### src/rtl/eyearch_pkg.sv
// Shared instruction-format definitions for the fetch and operand-select stages.
// Instruction word layout: [1:0] type, [5:2] opcode, [31:6] operands.
package eyearch_pkg;

    localparam int INST_W       = 32;
    localparam int ADDR_W       = 32;

    localparam int TYPE_LSB     = 0;
    localparam int TYPE_MSB     = 1;
    localparam int OPCODE_LSB   = 2;
    localparam int OPCODE_MSB   = 5;
    localparam int OPERANDS_LSB = 6;
    localparam int OPERANDS_MSB = 31;

    typedef enum logic [1:0] {
        NONE   = 2'b00,
        S_TYPE = 2'b01,
        I_TYPE = 2'b10,
        B_TYPE = 2'b11
    } inst_type_e;

    typedef struct packed {
        logic [ADDR_W-1:0] pc;
        logic [INST_W-1:0] word;
    } fetch_entry_t;

    function automatic inst_type_e inst_type(input logic [INST_W-1:0] w);
        return inst_type_e'(w[TYPE_MSB:TYPE_LSB]);
    endfunction

endpackage

### src/rtl/fetch_queue.sv
// Synchronous FIFO of {pc, word} entries between the imem response port and decode.
// Flush has priority over push/pop in the same cycle.
module fetch_queue
    import eyearch_pkg::*;
#(
    parameter int DEPTH = 4,
    localparam int PW = $clog2(DEPTH),
    localparam int CW = PW + 1
) (
    input  logic          clk,
    input  logic          rst,
    input  logic          push,
    input  fetch_entry_t  push_data,
    input  logic          pop,
    input  logic          flush,
    output fetch_entry_t  head,
    output logic [CW-1:0] count,
    output logic          empty,
    output logic          full
);

    fetch_entry_t  mem_q [DEPTH];
    fetch_entry_t  mem_d [DEPTH];
    logic [PW-1:0] wr_q, wr_d, rd_q, rd_d;
    logic [CW-1:0] cnt_q, cnt_d;

    always_comb begin
        mem_d = mem_q;
        wr_d  = wr_q;
        rd_d  = rd_q;
        cnt_d = cnt_q;
        if (flush) begin
            wr_d  = '0;
            rd_d  = '0;
            cnt_d = '0;
        end else begin
            if (push) begin
                mem_d[wr_q] = push_data;
                wr_d        = wr_q + PW'(1);
            end
            if (pop)
                rd_d = rd_q + PW'(1);
            cnt_d = cnt_q + CW'(push) - CW'(pop);
        end
    end

    always_ff @(posedge clk or posedge rst) begin
        if (rst) begin
            for (int i = 0; i < DEPTH; i++)
                mem_q[i] <= '0;
            wr_q  <= '0;
            rd_q  <= '0;
            cnt_q <= '0;
        end else begin
            mem_q <= mem_d;
            wr_q  <= wr_d;
            rd_q  <= rd_d;
            cnt_q <= cnt_d;
        end
    end

    assign head  = mem_q[rd_q];
    assign count = cnt_q;
    assign empty = (cnt_q == '0);
    assign full  = (cnt_q == CW'(DEPTH));

endmodule

### src/rtl/fetch_unit.sv
// Instruction fetch: sequential PC generation, in-order imem requests, response queue, redirect flush.
// Optional macro FETCH_BYPASS_EN presents a response to decode in its arrival cycle when the queue is empty.
module fetch_unit
    import eyearch_pkg::*;
#(
    parameter int          QUEUE_DEPTH = 4,
    parameter logic [31:0] RESET_PC    = 32'h0000_0000
) (
    input  logic        clk,
    input  logic        rst,
    output logic        imem_req_valid,
    input  logic        imem_req_ready,
    output logic [31:0] imem_req_addr,
    input  logic        imem_rsp_valid,
    input  logic [31:0] imem_rsp_data,
    input  logic        redirect_valid,
    input  logic [31:0] redirect_pc,
    output logic        dec_valid,
    input  logic        dec_ready,
    output logic [1:0]  dec_inst_type,
    output logic [3:0]  dec_opcode,
    output logic [25:0] dec_inst_operands,
    output logic [31:0] dec_pc
);

    localparam int            CW    = $clog2(QUEUE_DEPTH) + 1;
    localparam logic [CW:0]   DEPTH = (CW+1)'(QUEUE_DEPTH);

    logic [ADDR_W-1:0] pc_q, pc_d, rsp_pc_q, rsp_pc_d, redir_pc;
    logic [CW-1:0]     out_q, out_d, drop_q, drop_d, q_count;
    logic [CW:0]       in_flight;
    logic              req_fire, rsp_drop, rsp_keep, byp, dec_fire;
    logic              q_push, q_pop, q_empty, q_full;
    fetch_entry_t      q_head, pres, rsp_entry;

    assign redir_pc  = {redirect_pc[31:2], 2'b00};
    assign in_flight = {1'b0, q_count} + {1'b0, out_q};

    // Slots are reserved at issue time, so a queue push can never overflow.
    assign imem_req_valid = !rst && !redirect_valid && !q_full && (in_flight < DEPTH);
    assign imem_req_addr  = pc_q;
    assign req_fire       = imem_req_valid && imem_req_ready;

    assign rsp_drop  = imem_rsp_valid && (drop_q != '0);
    assign rsp_keep  = imem_rsp_valid && (drop_q == '0);
    assign rsp_entry = '{pc: rsp_pc_q, word: imem_rsp_data};

`ifdef FETCH_BYPASS_EN
    assign byp = q_empty && rsp_keep;
`else
    assign byp = 1'b0;
`endif

    assign pres     = q_empty ? rsp_entry : q_head;
    assign dec_valid = (!q_empty || byp) && !redirect_valid;
    assign dec_fire = dec_valid && dec_ready;
    assign q_pop    = dec_fire && !q_empty;
    assign q_push   = rsp_keep && !redirect_valid && !(byp && dec_ready);

    assign dec_inst_type     = dec_valid ? pres.word[TYPE_MSB:TYPE_LSB]         : '0;
    assign dec_opcode        = dec_valid ? pres.word[OPCODE_MSB:OPCODE_LSB]     : '0;
    assign dec_inst_operands = dec_valid ? pres.word[OPERANDS_MSB:OPERANDS_LSB] : '0;
    assign dec_pc            = dec_valid ? pres.pc                              : '0;

    // rsp_pc tracks the PC of the next response that will be kept; responses return in order.
    always_comb begin
        pc_d     = pc_q;
        rsp_pc_d = rsp_pc_q;
        drop_d   = drop_q - CW'(rsp_drop);
        out_d    = out_q - CW'(rsp_keep) + CW'(req_fire);
        if (req_fire)
            pc_d = pc_q + 32'd4;
        if (rsp_keep)
            rsp_pc_d = rsp_pc_q + 32'd4;
        if (redirect_valid) begin
            drop_d   = drop_d + out_d;
            out_d    = '0;
            pc_d     = redir_pc;
            rsp_pc_d = redir_pc;
        end
    end

    always_ff @(posedge clk or posedge rst) begin
        if (rst) begin
            pc_q     <= RESET_PC;
            rsp_pc_q <= RESET_PC;
            out_q    <= '0;
            drop_q   <= '0;
        end else begin
            pc_q     <= pc_d;
            rsp_pc_q <= rsp_pc_d;
            out_q    <= out_d;
            drop_q   <= drop_d;
        end
    end

    fetch_queue #(.DEPTH(QUEUE_DEPTH)) u_queue (
        .clk       (clk),
        .rst       (rst),
        .push      (q_push),
        .push_data (rsp_entry),
        .pop       (q_pop),
        .flush     (redirect_valid),
        .head      (q_head),
        .count     (q_count),
        .empty     (q_empty),
        .full      (q_full)
    );

endmodule

### config.mk
export PLATFORM = sky130hd
export DESIGN_NAME = fetch_unit
export DESIGN_NICKNAME = d
export VERILOG_FILES = /design/src/rtl/eyearch_pkg.sv /design/src/rtl/fetch_queue.sv /design/src/rtl/fetch_unit.sv
export SDC_FILE = /design/constraint.sdc
export NUM_CORES = 1
export LEC_CHECK = 0
export ABC_AREA = 1
export CAP_MARGIN = 20
export CORE_MARGIN = 5
export CORE_UTILIZATION = 40
export CTS_CLUSTER_DIAMETER = 120
export DETAILED_ROUTE_END_ITERATION = 7
export PLACE_DENSITY = 0.71
export SLEW_MARGIN = 40
export SYNTH_ARGS = -nofsm -noshare
export SYNTH_HDL_FRONTEND = slang
export SYNTH_SLANG_ARGS = --single-unit
### constraint.sdc
create_clock -name clk -period 16.2 [get_ports clk]
set_clock_uncertainty 0.15 [all_clocks]
set_input_delay 3.24 -clock clk [delete_from_list [all_inputs] [get_ports clk]]
set_output_delay 3.24 -clock clk [all_outputs]
set_load 0.02 [all_outputs]
==> flow_metrics.tcl <==
set metrics [dict create \
    endpoint "dec_pc[31]" \
    critPathLaunch "redirect_valid" \
    cts_inserted_buffers 36 \
    ys_ff_latch 321 \
    worstPathCellList "buf_2, buf_4, inv_1, nand2_2, buf_6, a21oi_1, clkdlybuf4s50_1" \
    grt_pass1_vias 13728 \
    fin_util_pct 48.32 \
    io_pins 168 \
    critPathTopFamily "buffers and inverters" \
    fmax_ghz 0.1099 \
    clockBufferDepth 3 \
    syn-cell-area_um2 15920 \
    arrival_ns 5.71 \
    path_max_fanout 64 \
    hpwl_um 27260 \
    synthCells 2061 \
    syn-mean-instance-area_um2 7.726 \
    drt-pass1-iter-count 5 \
    antenna_left 0 \
    fin_tns_setup_ns 0 \
    route.detailed.drc 0 \
    dpl.cell_count 2649 \
    met2WireLength_um 19610 \
    cts_resized 0 \
    synth_ff_type "dfrtp_1" \
    diodes 0 \
    grt_start_max_net_pins 97 \
    die_y_um 209.5 \
    report.final.slew_viol_count 0 \
    antenna_found_initial 0 \
    final_common_cell "nand2_1" \
    hold_viol 0 \
    clock_latency_ns 0.53 \
    grt-ovfl-total 0 \
    maxCapViolations 0 \
    fill_cells 3770 \
    path_class "input port to primary output" \
    instances_no_fill 2714 \
    fp.dieArea_um2 43900 \
    synth-edff-count 0 \
    finalCritPeriodShare_pct 56.15 \
    relSlewSlack_pct 52.21 \
    row_count 73 \
    hold_class "register to register" \
    syn_to_final_growth_pct 20.01 \
    initial_core_util_pct 40.26 \
    grt_pass1_wl_um 71570 \
    fin_crit_ns 9.096 \
    ys_async_sr_fraction_pct 100.0 \
    endpoint_kind "primary output" \
    root_buffer "clkbuf_16" \
    cts_max_level 2 \
    vdd_drop_max_mv 0.07731 \
    crit_buf_inv 5 \
    grt_setup_unrepaired "false" \
    via_per_inst 5.189 \
    path_clk_slew_ns 0.06 \
    r2r-start "u_queue.count[2]$_DFF_PP0_" \
    status "completed" \
    hold_start "u_queue.mem_q[92]$_DFFE_PP0P_" \
    start_kind "input port" \
    pwr_density_cell_nw_per_um2 146.0 \
    mostFrequentLayoutCells "nand2_1, dfrtp_1, nor2_1" \
    p_leak_nw 8.672 \
    grtUsageTotal_pct 19.57 \
    clkSinkCount 321 \
    ys.warnings.count 0 \
    r2r_cells 16 \
    layout.nets 2250 \
    wl_per_cell_um 15.90 \
    reg2reg_to "drop_q[2]$_DFF_PP0_" \
    worstMarginPinSlew_ns 0.7169 \
    crit_slowest_cell "clkdlybuf4s50_1" \
    critPathMaxStageDelay_ns 0.59 \
    drive_gt1_share_pct 5.162 \
    seq_area_frac_synth_pct 50.45 \
    finalSetupViolCount 0 \
    drt-met1-wl_um 19440 \
    cts_hold_buf 0 \
    fp.dieW_um 209.5 \
    highest_layer "met4" \
    num_vias 14083 \
    dr.first_iter.drc_count 1205 \
    io_buffers 161 \
    gp_congestion 0.8982 \
    synth_cell_types 34 \
    required_ns 12.81 \
    cp.depth 7 \
    cts_tree "yes" \
    reg2reg_slack_ns 12.87 \
    post_cts_buffers 0 \
    core-area_um2 39550 \
    wirelength_um 43170 \
    wl_met3_um 3135 \
]
-- per-stage QoR --
stage / cell area, um2 / power [mW] / worst slack, ns / hold slack, ns
2_1_floorplan: 15930 / 1.679 / 3.925 / 0.2978
3_3_place_gp: 17810 / 1.938 / 7.004 / 0.3113
3_5_place_dp: 17880 / 1.971 / 6.925 / 0.3193
4_1_cts: 19100 / 2.818 / 6.928 / 0.3343
5_1_grt: 19110 / 2.990 / 6.949 / 0.3489
6_report: 19110 / 2.790 / 7.104 / 0.3335
-- cells in the mapped netlist (all sizes together), types with 3 or more instances --
library cell | n | area, um2
clkbuf | 53 | 198.9
a31oi | 4 | 25.02
xor2 | 20 | 175.2
inv | 154 | 578.1
dfrtp | 321 | 8033
buf | 65 | 336.6
o211ai | 19 | 142.6
nor2 | 323 | 1274
nand3 | 56 | 280.3
nand3b | 3 | 22.52
o221ai | 3 | 26.28
xnor2 | 10 | 87.58
o21ai | 407 | 2037
a21oi | 69 | 345.3
nand2 | 511 | 1948
fa | 3 | 60.06
ha | 15 | 187.7
nand4 | 14 | 102.6
nor3 | 8 | 45.04
-- worst min path at each step --
stage	end	cells after the start
finish	u_queue.mem_q[92]$_DFFE_PP0P_	2
global route	u_queue.mem_q[11]$_DFFE_PP0P_	2
CTS	u_queue.mem_q[11]$_DFFE_PP0P_	2
detailed placement	u_queue.mem_q[11]$_DFFE_PP0P_	2
global placement	u_queue.mem_q[157]$_DFFE_PP0P_	2
floorplan	u_queue.mem_q[11]$_DFFE_PP0P_	2
-- logic make-up after synthesis --
| family | after synthesis | synth area share [%] |
|---|---|---|
| and+or+nand+nor | 916 | 23.10 |
| adders and majority gates | 18 | 1.556 |
| DFF | 321 | 50.45 |
| xor gates and xnor gates | 30 | 1.650 |
| AOI/OAI and AO/OA | 503 | 16.23 |
| other | 1 | 0.02355 |
| buffers and inverters | 272 | 6.994 |
-- report_power, final --
part / total, mW / switching, mW / internal (mW)
combinational: 0.855 / 0.530 / 0.325
clock: 0.831 / 0.330 / 0.501
sequential: 1.10 / 0.133 / 0.972
total: 2.79 / 0.992 / 1.80
-- flip-flops by register name (all words and copies together), names as in the netlist --
register and cells:
drop_q 3, imem_req_addr 30, out_q 3, rsp_pc_q 30, u_queue.count 3, u_queue.mem_q 248, u_queue.rd_q 2, u_queue.wr_q 2
-- layout make-up --
type | instances | area [um2] | area share [%]
Multi-Input combinational cell | 1471 | 6813 | 35.65
Timing Repair Buffer | 178 | 1799 | 9.416
Clock inverter | 15 | 170.2 | 0.8905
Inverter | 154 | 586.8 | 3.071
Tap cell | 525 | 656.9 | 3.438
Clock buffer | 50 | 1045 | 5.468
Sequential cell | 321 | 8038 | 42.06
-- worst reg2reg max path, stage by stage, from the launching register on --
cell and delay (ns):
dfrtp_1 0.42, ha_1 0.28, nor3_1 0.17, nand2_2 0.11, nor2_4 0.12, nand2_4 0.11
ha_1 0.30, inv_1 0.06, ha_1 0.13, inv_1 0.05, fa_1 0.52, inv_1 0.07
fa_1 0.41, nand3_1 0.12, nand4_1 0.09, nand2_1 0.09, inv_1 0.04
-- per-layer routing --
| metal | GRT usage (%) | vias up |
|---|---|---|
| li1 | - | 6828 |
| met1 | 27.78 | 6660 |
| met2 | 31.03 | 521 |
| met3 | 3.558 | 74 |
| met4 | 5.423 | 0 |
| met5 | 0 | - |
No activity file was read; power rests on OpenSTA's default activity.
